## src/rtl/sram_data_port.sv

```systemverilog
// Data-side load/store front end for the internal SRAM: byte/half/word access, load extension, read-modify-write for sub-word stores.
// Latency (accept edge to rsp valid): load 3, word store 2, sub-word store 4, error 1; one request in flight.
// Backpressure: o_req_ready only in IDLE; the response is held until i_rsp_ready.
`ifndef WORD_SIZE
`define WORD_SIZE 32
`endif

module sram_data_port #(
    parameter int num_words    = 4096,
    parameter int l2_num_words = 12
) (
    input  logic                    i_clk,
    input  logic                    i_rst_n,
    input  logic                    i_req_valid,
    output logic                    o_req_ready,
    input  logic                    i_req_we,
    input  logic [`WORD_SIZE-1:0]   i_req_addr,
    input  logic [1:0]              i_req_size,
    input  logic                    i_req_unsigned,
    input  logic [`WORD_SIZE-1:0]   i_req_wdata,
    output logic                    o_rsp_valid,
    input  logic                    i_rsp_ready,
    output logic [`WORD_SIZE-1:0]   o_rsp_rdata,
    output logic                    o_rsp_err,
    output logic                    o_sram_read_enable_A,
    output logic [l2_num_words-1:0] o_sram_addr_read_A,
    input  logic [`WORD_SIZE-1:0]   i_sram_data_read_A,
    output logic                    o_sram_write_enable,
    output logic [l2_num_words-1:0] o_sram_addr_write,
    output logic [`WORD_SIZE-1:0]   o_sram_data_to_write
);

    localparam int W = `WORD_SIZE;

    typedef enum logic [2:0] {IDLE, RD, RD_WAIT, WR, RSP} state_t;

    state_t                  state, state_nxt;
    logic                    we_q;
    logic [1:0]              size_q;
    logic [1:0]              off_q;
    logic                    uns_q;
    logic [l2_num_words-1:0] widx_q;
    logic [W-1:0]            wdata_q;
    logic [W-1:0]            rdata_q;
    logic                    err_q;

    logic                    accept;
    logic                    acc_err;
    logic                    hi_nz;
    logic                    oor;
    logic [l2_num_words:0]   widx_ext;
    logic [7:0]              byte_v;
    logic [15:0]             half_v;
    logic [W-1:0]            load_ext;
    logic [W-1:0]            merged;

    assign accept = (state == IDLE) && i_req_valid;

    // Address bits above the SRAM window must be zero; the widx compare also covers non-power-of-two depths.
    generate
        if (W > l2_num_words + 2) begin : g_hi
            assign hi_nz = |i_req_addr[W-1:l2_num_words+2];
        end else begin : g_nohi
            assign hi_nz = 1'b0;
        end
    endgenerate

    assign widx_ext = {1'b0, i_req_addr[l2_num_words+1:2]};
    assign oor      = widx_ext >= (l2_num_words+1)'(num_words);

    always_comb begin
        acc_err = hi_nz || oor;
        case (i_req_size)
            2'b01:   if (i_req_addr[0])          acc_err = 1'b1;
            2'b10:   if (i_req_addr[1:0] != 2'b00) acc_err = 1'b1;
            2'b11:   acc_err = 1'b1;
            default: ;
        endcase
    end

    always_comb begin
        byte_v = i_sram_data_read_A[{off_q, 3'b000} +: 8];
        half_v = i_sram_data_read_A[{off_q[1], 4'b0000} +: 16];
        case (size_q)
            2'b00:   load_ext = uns_q ? {{(W-8){1'b0}}, byte_v}  : {{(W-8){byte_v[7]}}, byte_v};
            2'b01:   load_ext = uns_q ? {{(W-16){1'b0}}, half_v} : {{(W-16){half_v[15]}}, half_v};
            default: load_ext = i_sram_data_read_A;
        endcase
    end

    // The SRAM has no byte enables, so sub-word stores splice into the word just read.
    always_comb begin
        merged = i_sram_data_read_A;
        if (size_q == 2'b00)
            merged[{off_q, 3'b000} +: 8] = wdata_q[7:0];
        else
            merged[{off_q[1], 4'b0000} +: 16] = wdata_q[15:0];
    end

    always_ff @(posedge i_clk or negedge i_rst_n) begin
        if (!i_rst_n)
            state <= IDLE;
        else
            state <= state_nxt;
    end

    always_comb begin
        state_nxt = state;
        case (state)
            IDLE: begin
                if (i_req_valid) begin
                    if (acc_err)                  state_nxt = RSP;
                    else if (!i_req_we)           state_nxt = RD;
                    else if (i_req_size == 2'b10) state_nxt = WR;
                    else                          state_nxt = RD;
                end
            end
            RD:      state_nxt = RD_WAIT;
            RD_WAIT: state_nxt = we_q ? WR : RSP;
            WR:      state_nxt = RSP;
            RSP:     if (i_rsp_ready) state_nxt = IDLE;
            default: state_nxt = IDLE;
        endcase
    end

    always_comb begin
        o_req_ready          = (state == IDLE) && i_rst_n;
        o_rsp_valid          = (state == RSP);
        o_rsp_rdata          = rdata_q;
        o_rsp_err            = err_q;
        o_sram_read_enable_A = 1'b0;
        o_sram_addr_read_A   = '0;
        o_sram_write_enable  = 1'b0;
        o_sram_addr_write    = '0;
        o_sram_data_to_write = '0;
        case (state)
            RD: begin
                o_sram_read_enable_A = 1'b1;
                o_sram_addr_read_A   = widx_q;
            end
            WR: begin
                o_sram_write_enable  = 1'b1;
                o_sram_addr_write    = widx_q;
                o_sram_data_to_write = wdata_q;
            end
            default: ;
        endcase
    end

    always_ff @(posedge i_clk or negedge i_rst_n) begin
        if (!i_rst_n) begin
            we_q    <= 1'b0;
            size_q  <= 2'b00;
            off_q   <= 2'b00;
            uns_q   <= 1'b0;
            widx_q  <= '0;
            wdata_q <= '0;
            rdata_q <= '0;
            err_q   <= 1'b0;
        end else begin
            case (state)
                IDLE: begin
                    if (accept) begin
                        we_q    <= i_req_we;
                        size_q  <= i_req_size;
                        off_q   <= i_req_addr[1:0];
                        uns_q   <= i_req_unsigned;
                        widx_q  <= i_req_addr[l2_num_words+1:2];
                        wdata_q <= i_req_wdata;
                        rdata_q <= '0;
                        err_q   <= acc_err;
                    end
                end
                RD_WAIT: begin
                    if (we_q) wdata_q <= merged;
                    else      rdata_q <= load_ext;
                end
                RSP: begin
                    if (i_rsp_ready) begin
                        rdata_q <= '0;
                        err_q   <= 1'b0;
                    end
                end
                default: ;
            endcase
        end
    end

endmodule

```

## config.mk

```make
export PLATFORM = sky130hd
export DESIGN_NAME = sram_data_port
export DESIGN_NICKNAME = d
export VERILOG_FILES = /design/src/rtl/sram_data_port.sv
export SDC_FILE = /design/constraint.sdc
export NUM_CORES = 1
export LEC_CHECK = 0
export CAP_MARGIN = 0
export CELL_PAD_IN_SITES_DETAIL_PLACEMENT = 1
export CELL_PAD_IN_SITES_GLOBAL_PLACEMENT = 1
export CORE_ASPECT_RATIO = 0.5
export CORE_MARGIN = 8
export CORE_UTILIZATION = 30
export CTS_CLUSTER_SIZE = 24
export DETAILED_ROUTE_END_ITERATION = 10
export GPL_TIMING_DRIVEN = 0
export PLACE_DENSITY_LB_ADDON = 0.1
export SYNTH_ARGS = -nofsm -noshare
export SYNTH_HDL_FRONTEND = slang
export SYNTH_SLANG_ARGS = --single-unit
```

## constraint.sdc

```tcl
create_clock -name i_clk -period 2.3 [get_ports i_clk]
set_input_delay 0.69 -clock i_clk [delete_from_list [all_inputs] [get_ports i_clk]]
set_output_delay 0.69 -clock i_clk [all_outputs]
set_load 0.05 [all_outputs]
```

-- After elaboration in Yosys (flattened, before gate mapping)
Cells that the tools add are included.
- output and inout port bits: 93
- input bits: 104
- register bits after elaboration: 86
- order comparisons: 1
- equality and inequality tests: 13
- reduce and logical (&&, ||, !) cells: 15
- shift operators: 6
- add/sub/neg operators: 2
- multiplexer cells: 31
- operator list (operator ; number):
    two-way mux 32 bit ; 9
    case mux 32 bit (2 select lines) ; 2
    case mux 32 bit (3 select lines) ; 1
    bitwise mux 32 bit ; 2
    variable shift 16 x 7 -> 32 bit, first input constant ; 1
    variable shift 8 x 7 -> 32 bit, first input constant ; 1
    variable part select 16 x 7 -> 32 bit ; 1
    variable part select 32 x 6 -> 16 bit ; 1
    variable part select 32 x 6 -> 8 bit ; 1
    variable part select 8 x 7 -> 32 bit ; 1
    two-way mux 12 bit ; 2
    OR reduction 18 bit ; 1
    case mux 3 bit (5 select lines) ; 1
    negator 5 -> 7 bit ; 2
    >= comparator 12 x 13 -> 1 bit, second input constant ; 1
    two-way mux 3 bit ; 4
    inequality test 2 bit, second input constant ; 4
    == test 3 x 2 -> 1 bit, second input constant ; 2
    two-way mux 1 bit ; 6
    AND reduction 3 bit ; 2
    nonzero test 2 bit ; 3
    == test 2 x 1 -> 1 bit, second input constant ; 2
    == test 2 bit, second input constant ; 2
    two-way mux 2 bit ; 2
    12 further kinds ; 14

-- Logic depth before layout (Yosys ltp)
Gate-level depths: netlist of run 1.
- depth in word-level cells: 7
- mapped depth: 9

-- Worst setup path after synthesis of run 1
No wires, ideal clock.
- path type: input -> output
- start point: in i_rst_n
- end point: out o_req_ready
- data arrival time: 2.279 ns
- stages: 1
- slack: -0.669 ns
- required time: 1.610 ns
- cells stage by stage: nor4b_1
- cells in the longest elaborated chain, start to end: 1
- RTL lines (item ; line ; RTL):
    start, declared ; 13 ; input logic i_rst_n,
    logical AND 1 bit ; 127 ; o_req_ready = (state == IDLE) && i_rst_n;
    end, declared ; 15 ; output logic o_req_ready,
Every way passes these cells.

-- Worst setup path in the final report of run 1
- start point: reg state[1]
- end point: out o_sram_addr_read_A[3]
- cells in the longest elaborated chain, start to end: 2
- RTL lines (item ; line ; RTL):
    start, declared ; 37 ; state_t state, state_nxt;
    start signal, assigned ; 104 ; state <= state_nxt;
    == test 3 x 1 -> 1 bit ; 136 ; case (state)
    two-way mux 12 bit ; 136 ;
    end, declared ; 26 ; output logic [l2_num_words-1:0] o_sram_addr_read_A,
Every way passes these cells.

==> run_results.csv, run 1 <==
group,metric,value,unit
synthesis,ys_ff_latch,86,
synthesis,synth-edff-count,0,
route,drt_wl_total,25900,microns
floorplanning,initial_utilization,0.302,
worst_setup_path,cp_cell_sequence,"buf_6 > nand2b_4 > nor2_4 > buf_8 > and2_4 > buf_8",
synthesis,synthArstFlopShare,1.00,
synthesis,synth_nets,620,
timing,report.final.slew_viol_count,0,
worst_setup_path,slowest_stage,"dfrtp_2",
power,internal-power,5.53,mW
power,power.share.clock,0.162,
grt,grt_max_degree,33,
worst_hold_path,hp-class,"input pin to async pin",
layout,layoutNonFillerInstCount,977,
worst_setup_path,crit_path_start,"state[1]$_DFFE_PN0P_",
clock_tree,htreeDepth,3,
synthesis,avgSynthCellArea,10.2,sq um
layout,fill_cells,1842,
placed_design,port_buffers,196,
worst_setup_path,path_class,"register to output port",
layout,area_growth,69.2,%
floorplanning,num_rows,34,
worst_setup_path,timing.rr.start,"state[0]$_DFFE_PN0P_",
worst_setup_path,cp.required,1610,ps
clock_tree,cts.clk_slew.worst_paths,70,ps
worst_setup_path,end_kind,"output port",
status,violations,"setup timing",
synthesis,ys_warn_count,0,
power,power_switching,4.78,mW
placed_design,dpl.cell_count,939,
synthesis,yosysSeqAreaShare,0.417,
timing,setup_violations,54,
power,power_density,1180,nW/um^2
grt,antenna_found_initial,0,
layout,multi_input_area,3060,sq um
worst_setup_path,start_kind,"register",
timing,finalHoldViolations,0,
synthesis,syn_inst,508,
grt,grt_pass1_vias,5864,
layout,final_layout_size_suffix_gt1_frac,0.336,
placed_design,dp_hpwl,19500,microns
clock_tree,clk_latency,350,ps
run,drv_cap,0,
route,drc,0,
placed_design,gp_congestion,0.890,
timing,fin_ws,-142,ps
timing,skew,9.57,ps
worst_setup_path,crit_end,"o_sram_addr_read_A[3]",
timing,slew_headroom,0.496,
power,irDropWorstVdd,0.620,mV
route,drtAntennaViolNets,0,
floorplanning,die_y,109,microns
timing,min_period,2440,ps
worst_setup_path,worstPathArrival,1750,ps
synthesis,synth_ff_type,"dfrtp_1",
synthesis,synth_cell_types,58,
worst_setup_path,cpPeakStageDelay,450,ps
synthesis,synth.cell_area,5160,sq um
worst_setup_path,path_max_fanout,5,
clock_tree,cts_tree,"built",
route,viasPerCell,5.54,
layout,regArea,2160,sq um
worst_setup_path,rr_worst_depth,7,
floorplanning,core-area,17100,sq um
clock_tree,clkSinkCount,86,
layout,diodes,0,
timing,finalCritPeriodShare,1.06,
floorplanning,dieArea,21900,sq um
power,seqPwrFrac,0.273,
clock_tree,root_buffer,"clkbuf_16",
floorplanning,die_width,201,microns
clock_tree,numCtsBuffers,9,
layout,final_core_util,0.510,
route,routedWlPerCell,26.6,microns
worst_setup_path,r2r_slack,40,ps
grt,grt_pass1_wl,38100,microns
worst_setup_path,cp_common_cell,"buf_8",
route,vias,5410,
route,firstDrtPassIters,5,
power,p_sw_frac,0.464,
clock_tree,clock_path_buffers,2,
floorplanning,ios,197,
grt,grt_use_total,0.227,
layout,fin_nets,850,
timing,max_freq,410,MHz
power,power_leakage,3.70,nW
status,status,"finished, violations left",
timing,tightestPinTransition,752,ps
route,drtIter0Drc,389,
worst_setup_path,cp.buffers_inverters,3,
placed_design,place_ws,-1330,ps
power,p_comb_frac,0.565,
timing,rsz0062_at_grt,"true",
worst_setup_path,cp_top_family,"simple AND/OR/NAND/NOR gates",
worst_setup_path,path_depth,6,
grt,grt.overflow.total,0,
worst_setup_path,r2r-end,"wdata_q[25]$_DFFE_PN0P_",
## cell families after synthesis
| group | after synthesis | synth area share |
|---|---|---|
| adders and majority gates | 8 | 0.0194 |
| buffers and inverters | 47 | 0.0407 |
| and+or+nand+nor | 174 | 0.203 |
| muxes | 44 | 0.0939 |
| DFF | 86 | 0.417 |
| AOI/OAI and AO/OA | 149 | 0.226 |
## sequential cells by signal (all words and copies together), names as in the netlist
signal and cells:
state 3, wdata_q 32, size_q 2, o_rsp_err 1
o_rsp_rdata 32, we_q 1, widx_q 12, uns_q 1
off_q 2
## power by group through the flow
| stage | clock network (mW) | logic (mW) | registers, mW |
|---|---|---|---|
| 2_1_floorplan | 0 | 2.83 | 3.05 |
| 3_3_place_gp | 0 | 4.89 | 2.74 |
| 3_5_place_dp | 0 | 5.06 | 2.76 |
| 4_1_cts | 1.67 | 5.51 | 2.76 |
| 5_1_grt | 1.74 | 6.16 | 2.89 |
| 6_report | 1.67 | 5.82 | 2.82 |
## metal layers
layer / track usage / routed length (microns) / vias to the layer above
li1: - / - / 2367
met1: 0.337 / 12500 / 2788
met2: 0.331 / 11000 / 237
met3: 0.0623 / 2150 / 18
met4: 0.0327 / 244 / 0
met5: 0 / 0 / -
## worst min path at each step
| stage | endpoint | cells past startpoint |
|---|---|---|
| after floorplan | o_rsp_err$_DFFE_PN0P_ | 0 |
| after global placement | wdata_q[22]$_DFFE_PN0P_ | 1 |
| after detailed placement | wdata_q[22]$_DFFE_PN0P_ | 1 |
| after CTS | o_rsp_rdata[5]$_DFFE_PN0P_ | 1 |
| after global routing | o_rsp_rdata[3]$_DFFE_PN0P_ | 1 |
| final | o_rsp_rdata[5]$_DFFE_PN0P_ | 1 |
## timing repair
action,CTS,global route
buffers inserted,14,8
setup endpoints to repair,145,126
pin swaps,10,5
hold buffers,0,0
resized for setup,484,123
gates cloned,3,1
## synthesized netlist by cell type (all sizes together), types with 10 or more instances
library cell / instances / area share
a21oi: 30 / 0.029
a221o: 31 / 0.060
a32o: 13 / 0.025
and2: 58 / 0.070
buf: 15 / 0.017
clkbuf: 26 / 0.019
dfrtp: 86 / 0.42
mux2: 35 / 0.076
nand2: 18 / 0.014
nand2b: 20 / 0.024
nand3: 25 / 0.024
nor2: 11 / 0.0095
nor2b: 10 / 0.012
o21ai: 27 / 0.027
o2bb2ai: 14 / 0.024
## layout by cell type (no fill, tap or decap), types with 13 or more instances in the layout
cell / count
nand2_1: 17
buf_8: 54
nand2b_1: 17
clkdlybuf4s50_1: 129
a32o_1: 13
a221o_1: 31
mux2_2: 35
nand3_1: 25
o2bb2ai_1: 14
o21ai_0: 24
a21oi_1: 28
dfrtp_1: 83
buf_4: 21
buf_6: 15
and2_4: 48
## stage by stage
step	area (sq um)	hold slack, ps	power, mW	setup TNS (ps)
floorplan	5210	394	5.88	0
CTS	8300	158	9.94	-7550
global placement	7460	473	7.63	-348980
finish	8730	160	10.3	-4830
global route	8730	151	10.8	-8010
detailed placement	7490	483	7.82	-109470
## cell type report
cell class | count | area share
plain buffers | 37 | 0.0341
clock buffers | 10 | 0.0262
repair buffers | 223 | 0.294
clock inverters | 6 | 0.0106
flip-flops and latches | 86 | 0.247
inverters | 6 | 0.00301
multi-input cells | 375 | 0.351
well taps | 234 | 0.0335
(Power assumes the default switching activity.)
==> inputs of run 2 (changes only) <==
--- a/config.mk
+++ b/config.mk
@@ -5,13 +5,13 @@
 export SDC_FILE = /design/constraint.sdc
 export NUM_CORES = 1
 export LEC_CHECK = 0
+export ABC_AREA = 1
 export CAP_MARGIN = 0
 export CELL_PAD_IN_SITES_DETAIL_PLACEMENT = 1
 export CELL_PAD_IN_SITES_GLOBAL_PLACEMENT = 1
 export CORE_ASPECT_RATIO = 0.5
 export CORE_MARGIN = 8
-export CORE_UTILIZATION = 30
-export CTS_CLUSTER_SIZE = 24
+export CORE_UTILIZATION = 28
 export DETAILED_ROUTE_END_ITERATION = 10
 export GPL_TIMING_DRIVEN = 0
 export PLACE_DENSITY_LB_ADDON = 0.1
==> run_results.csv, run 2 <==
group,metric,value,unit
floorplanning,initial_utilization,0.284,
floorplanning,dieArea,24600,sq um
layout,area_growth,65.2,%
grt,grt_pass1_vias,6778,
status,status,"finished, violations left",
synthesis,synth_ff_type,"dfrtp_1",
layout,final_layout_size_suffix_gt1_frac,0.203,
timing,min_period,2410,ps
clock_tree,root_buffer,"clkbuf_16",
synthesis,yosysSeqAreaShare,0.393,
synthesis,synth-edff-count,0,
timing,tightestPinTransition,720,ps
synthesis,avgSynthCellArea,6.74,sq um
timing,max_freq,415,MHz
route,drtIter0Drc,365,
timing,finalCritPeriodShare,1.05,
timing,fin_ws,-109,ps
worst_setup_path,rr_worst_depth,11,
floorplanning,core-area,19300,sq um
synthesis,yosysTopAreaCell,"dfrtp_1",
synthesis,synth_common_cells,"nand2_1, nor2_1, inv_1, dfrtp_1, o21ai_0",
worst_setup_path,slowest_stage,"dfrtp_1",
clock_tree,cts_hold_buf,0,
run,drv_cap,0,
route,drt_wl_total,25700,microns
worst_setup_path,worstPathArrival,1720,ps
synthesis,synth.cell_area,5480,sq um
route,vias,6274,
route,drc,0,
placed_design,gp_congestion,0.897,
placed_design,port_buffers,196,
timing,slew_headroom,0.520,
power,p_total,9.37,mW
floorplanning,num_rows,36,
power,power_leakage,4.33,nW
grt,grt.overflow.total,0,
layout,final_cell_mix,"nand2_1, clkdlybuf4s50_1, inv_1",
clock_tree,clkSinkCount,86,
worst_setup_path,path_class,"register to output port",
synthesis,synthTopCellsByArea,"dfrtp_1, nand2_1, nor2_1, o21ai_0, inv_1",
power,irDropWorstVdd,0.488,mV
route,drtAntennaViolNets,0,
floorplanning,ios,197,
clock_tree,cts_tree,"built",
timing,report.final.slew_viol_count,0,
worst_setup_path,path_max_fanout,8,
clock_tree,clock_path_buffers,2,
worst_setup_path,cp_common_cell,"nor2_4",
synthesis,ys_warn_count,0,
layout,final_common_cell,"nand2_1",
layout,diodes,0,
route,firstDrtPassIters,5,
power,power_density,1030,nW/um^2
clock_tree,cts.clk_slew.worst_paths,70,ps
floorplanning,die_width,214,microns
timing,setup_violations,44,
worst_setup_path,end_kind,"output port",
clock_tree,htreeDepth,3,
route,routedWlPerCell,19.6,microns
clock_tree,numCtsBuffers,9,
layout,stdcell_area,9050,sq um
timing,finalHoldViolations,0,
synthesis,synthArstFlopShare,1.00,
grt,grt_pass1_wl,39600,microns
synthesis,yosysMostFrequentCell,"nand2_1",
worst_setup_path,cp.required,1610,ps
worst_hold_path,hp-class,"input pin to async pin",
synthesis,syn_inst,813,
synthesis,yosysTopAreaCellShare,0.393,
grt,antenna_found_initial,0,
synthesis,ys_ff_latch,86,
synthesis,synth_nets,925,
placed_design,place_ws,-721,ps
synthesis,synth_cell_types,37,
worst_setup_path,cp_cell_sequence,"inv_2 > nand2_4 > nor2_4 > buf_6 > clkinv_8 > clkbuf_16 > nor2_4 > buf_8",
timing,rsz0062_at_grt,"true",
grt,grt_max_degree,50,
status,violations,"setup timing",
floorplanning,die_y,115,microns
placed_design,placed_area,8300,sq um
clock_tree,clk_latency,360,ps
grt,grt_use_total,0.210,
worst_setup_path,cpPeakStageDelay,390,ps
timing,skew,11.8,ps
route,viasPerCell,4.79,
worst_setup_path,start_kind,"register",
layout,fin_nets,1150,
placed_design,dp_hpwl,20100,microns
-- run 2: cell count changes after synthesis, moves of 20 or more --
cell / previous run / this run
nand2_1: 17 / 218
o21ai_0: 24 / 77
a21oi_1: 30 / 56
and2_1: 58 / 0
a221o_1: 31 / 0
inv_1: 6 / 100
nor2_1: 10 / 118
mux2_2: 35 / 0
nand2b_1: 20 / 0
-- run 2: kinds of logic (layout without fill, tap and decap cells) --
group,Yosys count,in the layout,synth area share
AND/OR/NAND/NOR,389,389,0.295
AO/OA/AOI/OAI,184,184,0.186
buffers and inverters,144,374,0.105
flip-flops,86,86,0.393
adder cells (fa/ha/maj),8,8,0.0183
multiplexers,2,2,0.00365
-- run 2: critical path: cells and delay by family, from the launching register on --
| kind | cells | cell delay (ps) |
|---|---|---|
| buf+inv | 5 | 670 |
| flops | 1 | 390 |
| simple gates | 3 | 280 |
-- run 2: cell type report --
class / count / area, sq um
buffer: 34 / 267
clock buffer: 9 / 225
clock inverter: 7 / 120
fill: 2361 / 10300
inverter: 108 / 424
multi-input combinational: 583 / 3210
sequential: 86 / 2150
tap: 266 / 333
timing repair buffer: 215 / 2300
timing repair inverter: 1 / 16.3
-- run 2: through the flow --
step / util / hold slack [ps] / TNS (ps) / cells
after CTS: 0.460 / 298 / -3390 / 1305
after floorplan: - / 394 / -896 / 813
after detailed placement: 0.429 / 469 / -28700 / 1276
final: 0.468 / 273 / -3200 / 1309
after global placement: 0.428 / 466 / -282020 / 1275
after global routing: 0.468 / 303 / -6530 / 1309
-- run 2: where the power goes --
group / leakage [nW] / internal (mW) / switching, mW
combinational: 3.07 / 1.63 / 3.62
clock: 0.166 / 1.07 / 0.680
sequential: 1.10 / 2.05 / 0.311
-- run 2: what timing repair did --
action,CTS,global route
endpoints found under the setup margin,60,84
gates cloned,6,0
buffers inserted,7,6
resized for setup,415,47
pin swaps,6,3
-- run 2: path summary, 6_finish.rpt --
path / start / end / slack (ps)
max in group asynchronous: i_rst_n / wdata_q[22]$_DFFE_PN0P_ / 1430
worst max-delay path: state[2]$_DFFE_PN0P_ / o_sram_data_to_write[24] / -110
worst min-delay path: i_rst_n / o_rsp_err$_DFFE_PN0P_ / 270
min in group i_clk: wdata_q[23]$_DFFE_PN0P_ / wdata_q[23]$_DFFE_PN0P_ / 480
worst min register to register: wdata_q[23]$_DFFE_PN0P_ / wdata_q[23]$_DFFE_PN0P_ / 480
worst max register to register: state[2]$_DFFE_PN0P_ / wdata_q[7]$_DFFE_PN0P_ / 160
-- run 2: layer usage --
layer	track usage	wire [microns]
met2	0.329	11400
met3	0.0672	2090
met5	0	0
met1	0.283	12000
met4	0.0359	218
==> inputs of run 3 (changes only) <==
==> constraint.sdc (replaced) <==
create_clock -name i_clk -period 1.94 [get_ports i_clk]
set_input_delay 0.582 -clock i_clk [delete_from_list [all_inputs] [get_ports i_clk]]
set_output_delay 0.582 -clock i_clk [all_outputs]
set_load 0.05 [all_outputs]
==> run_results.csv, run 3 (synthesis gave the netlist of run 2 again) <==
group,metric,value,unit
status,status,"finished, violations left",
status,violations,"setup timing",
grt,grt_use_total,0.216,
grt,grt_max_degree,50,
run,drv_cap,0,
layout,diodes,0,
worst_setup_path,crit_path_start,"state[2]$_DFFE_PN0P_",
layout,final_cell_mix,"nand2_1, clkdlybuf4s50_1, inv_1",
layout,fin_nets,1185,
route,vias,6576,
timing,tightestPinTransition,575,ps
worst_setup_path,cpPeakStageDelay,390,ps
floorplanning,initial_utilization,0.284,
timing,finalCritPeriodShare,1.19,
floorplanning,dieArea,24600,sq um
route,viasPerCell,4.89,
layout,final_layout_size_suffix_gt1_frac,0.278,
route,drt_wl_total,26800,microns
timing,report.final.slew_viol_count,0,
timing,hold_slack,164,ps
clock_tree,clock_path_buffers,2,
power,power_density,1260,nW/um^2
worst_setup_path,cp.buffers_inverters,5,
layout,fill_cells,2304,
timing,slew_headroom,0.617,
worst_setup_path,slowest_stage,"dfrtp_1",
grt,grt_pass1_vias,6829,
floorplanning,ios,197,
placed_design,port_buffers,196,
layout,multi_input_area,3480,sq um
timing,finalHoldViolations,0,
worst_setup_path,cp_top_family,"buffers and inverters",
floorplanning,core-area,19300,sq um
layout,area_growth,77.3,%
route,routedWlPerCell,19.9,microns
timing,max_freq,432,MHz
layout,regArea,2150,sq um
clock_tree,root_buffer,"clkbuf_16",
route,firstDrtPassIters,5,
timing,setup_violations,59,
floorplanning,die_y,115,microns
power,power_leakage,4.68,nW
placed_design,dp_hpwl,20700,microns
timing,rsz0062_at_grt,"true",
grt,grt.overflow.total,0,
power,irDropWorstVdd,0.578,mV
clock_tree,cts_tree,"built",
placed_design,gp_congestion,0.894,
worst_setup_path,cp_cell_sequence,"inv_2 > nand2_4 > nor2_4 > buf_12 > clkinv_8 > buf_4 > nor2_4 > buf_6",
route,drtAntennaViolNets,0,
worst_setup_path,end_kind,"output port",
power,p_total,12.2,mW
worst_setup_path,start_kind,"register",
layout,final_common_cell,"nand2_1",
worst_setup_path,timing.rr.start,"off_q[0]$_DFFE_PN0P_",
clock_tree,clkSinkCount,86,
clock_tree,cts.clk_slew.worst_paths,70,ps
clock_tree,cts_hold_buf,0,
worst_setup_path,path_max_fanout,3,
floorplanning,num_rows,36,
clock_tree,htreeDepth,3,
route,drtIter0Drc,438,
clock_tree,clk_latency,350,ps
timing,finalSetupTns,-17180,ps
clock_tree,numCtsBuffers,9,
worst_setup_path,path_class,"register to output port",
worst_hold_path,hp-class,"input pin to async pin",
grt,grt_pass1_wl,40500,microns
timing,min_period,2310,ps
timing,skew,7.70,ps
grt,antenna_found_initial,0,
layout,stdcell_area,9720,sq um
worst_setup_path,worstPathArrival,1730,ps
route,drc,0,
timing,fin_ws,-373,ps
worst_setup_path,cp.required,1360,ps
floorplanning,die_width,214,microns
worst_setup_path,cp_common_cell,"nor2_4",
placed_design,placed_area,8320,sq um
run 3: cell types whose count changed in the layout (fill, tap and decap cells not counted), sizes merged:
cell           before  now
clkinvlp            2    1
inv               108  107
dlymetal6s2s        8    2
clkdlybuf4s50     127  100
dlygate4sd2         0   33
buf                87  126
clkinv              3    4
clkbuf             36   34
bufinv              3    2
run 3: report_power, final:
| group | leakage, nW | internal, mW | total (mW) | switching, mW |
|---|---|---|---|---|
| sequential | 1.10 | 2.43 | 2.81 | 0.378 |
| combinational | 3.43 | 2.59 | 7.45 | 4.86 |
| clock | 0.160 | 1.17 | 1.93 | 0.762 |
run 3: metrics by stage:
step	instances	worst slack, ps	util
floorplan	813	-291	-
global placement	1275	-4060	0.429
detailed placement	1276	-875	0.430
CTS	1316	-388	0.471
global route	1344	-451	0.503
finish	1344	-373	0.503
run 3: path summary, 6_finish.rpt:
check	end	slack (ps)	depth (start not counted)
setup / recovery	o_sram_data_to_write[1]	-370	8
hold / removal	widx_q[2]$_DFFE_PN0P_	160	1
setup reg to reg	wdata_q[20]$_DFFE_PN0P_	60	9
hold reg to reg	o_rsp_rdata[26]$_DFFE_PN0P_	480	2
max in group asynchronous	o_rsp_rdata[29]$_DFFE_PN0P_	1160	2
min in group i_clk	o_rsp_rdata[26]$_DFFE_PN0P_	480	2
run 3: layout make-up:
type,instances,area share
multi-input combinational,583,0.358
inverter,108,0.0452
sequential,86,0.222
timing repair inverter,1,0.00167
clock inverter,5,0.00850
tap,266,0.0343
buffer,32,0.0304
clock buffer,11,0.0250
timing repair buffer,252,0.276
run 3: routing by layer:
metal,up-vias,share of wire,GRT usage
met5,-,0,0
met4,0,0.0064,0.0286
met3,15,0.081,0.0678
met2,189,0.45,0.335
met1,3245,0.46,0.298
li1,3127,-,-
run 3: repair_timing:
item	CTS	global route
gates resized for setup	503	135
buffers inserted	20	30
pin swaps	11	30
cloned	6	1
endpoints found under the setup margin	149	132
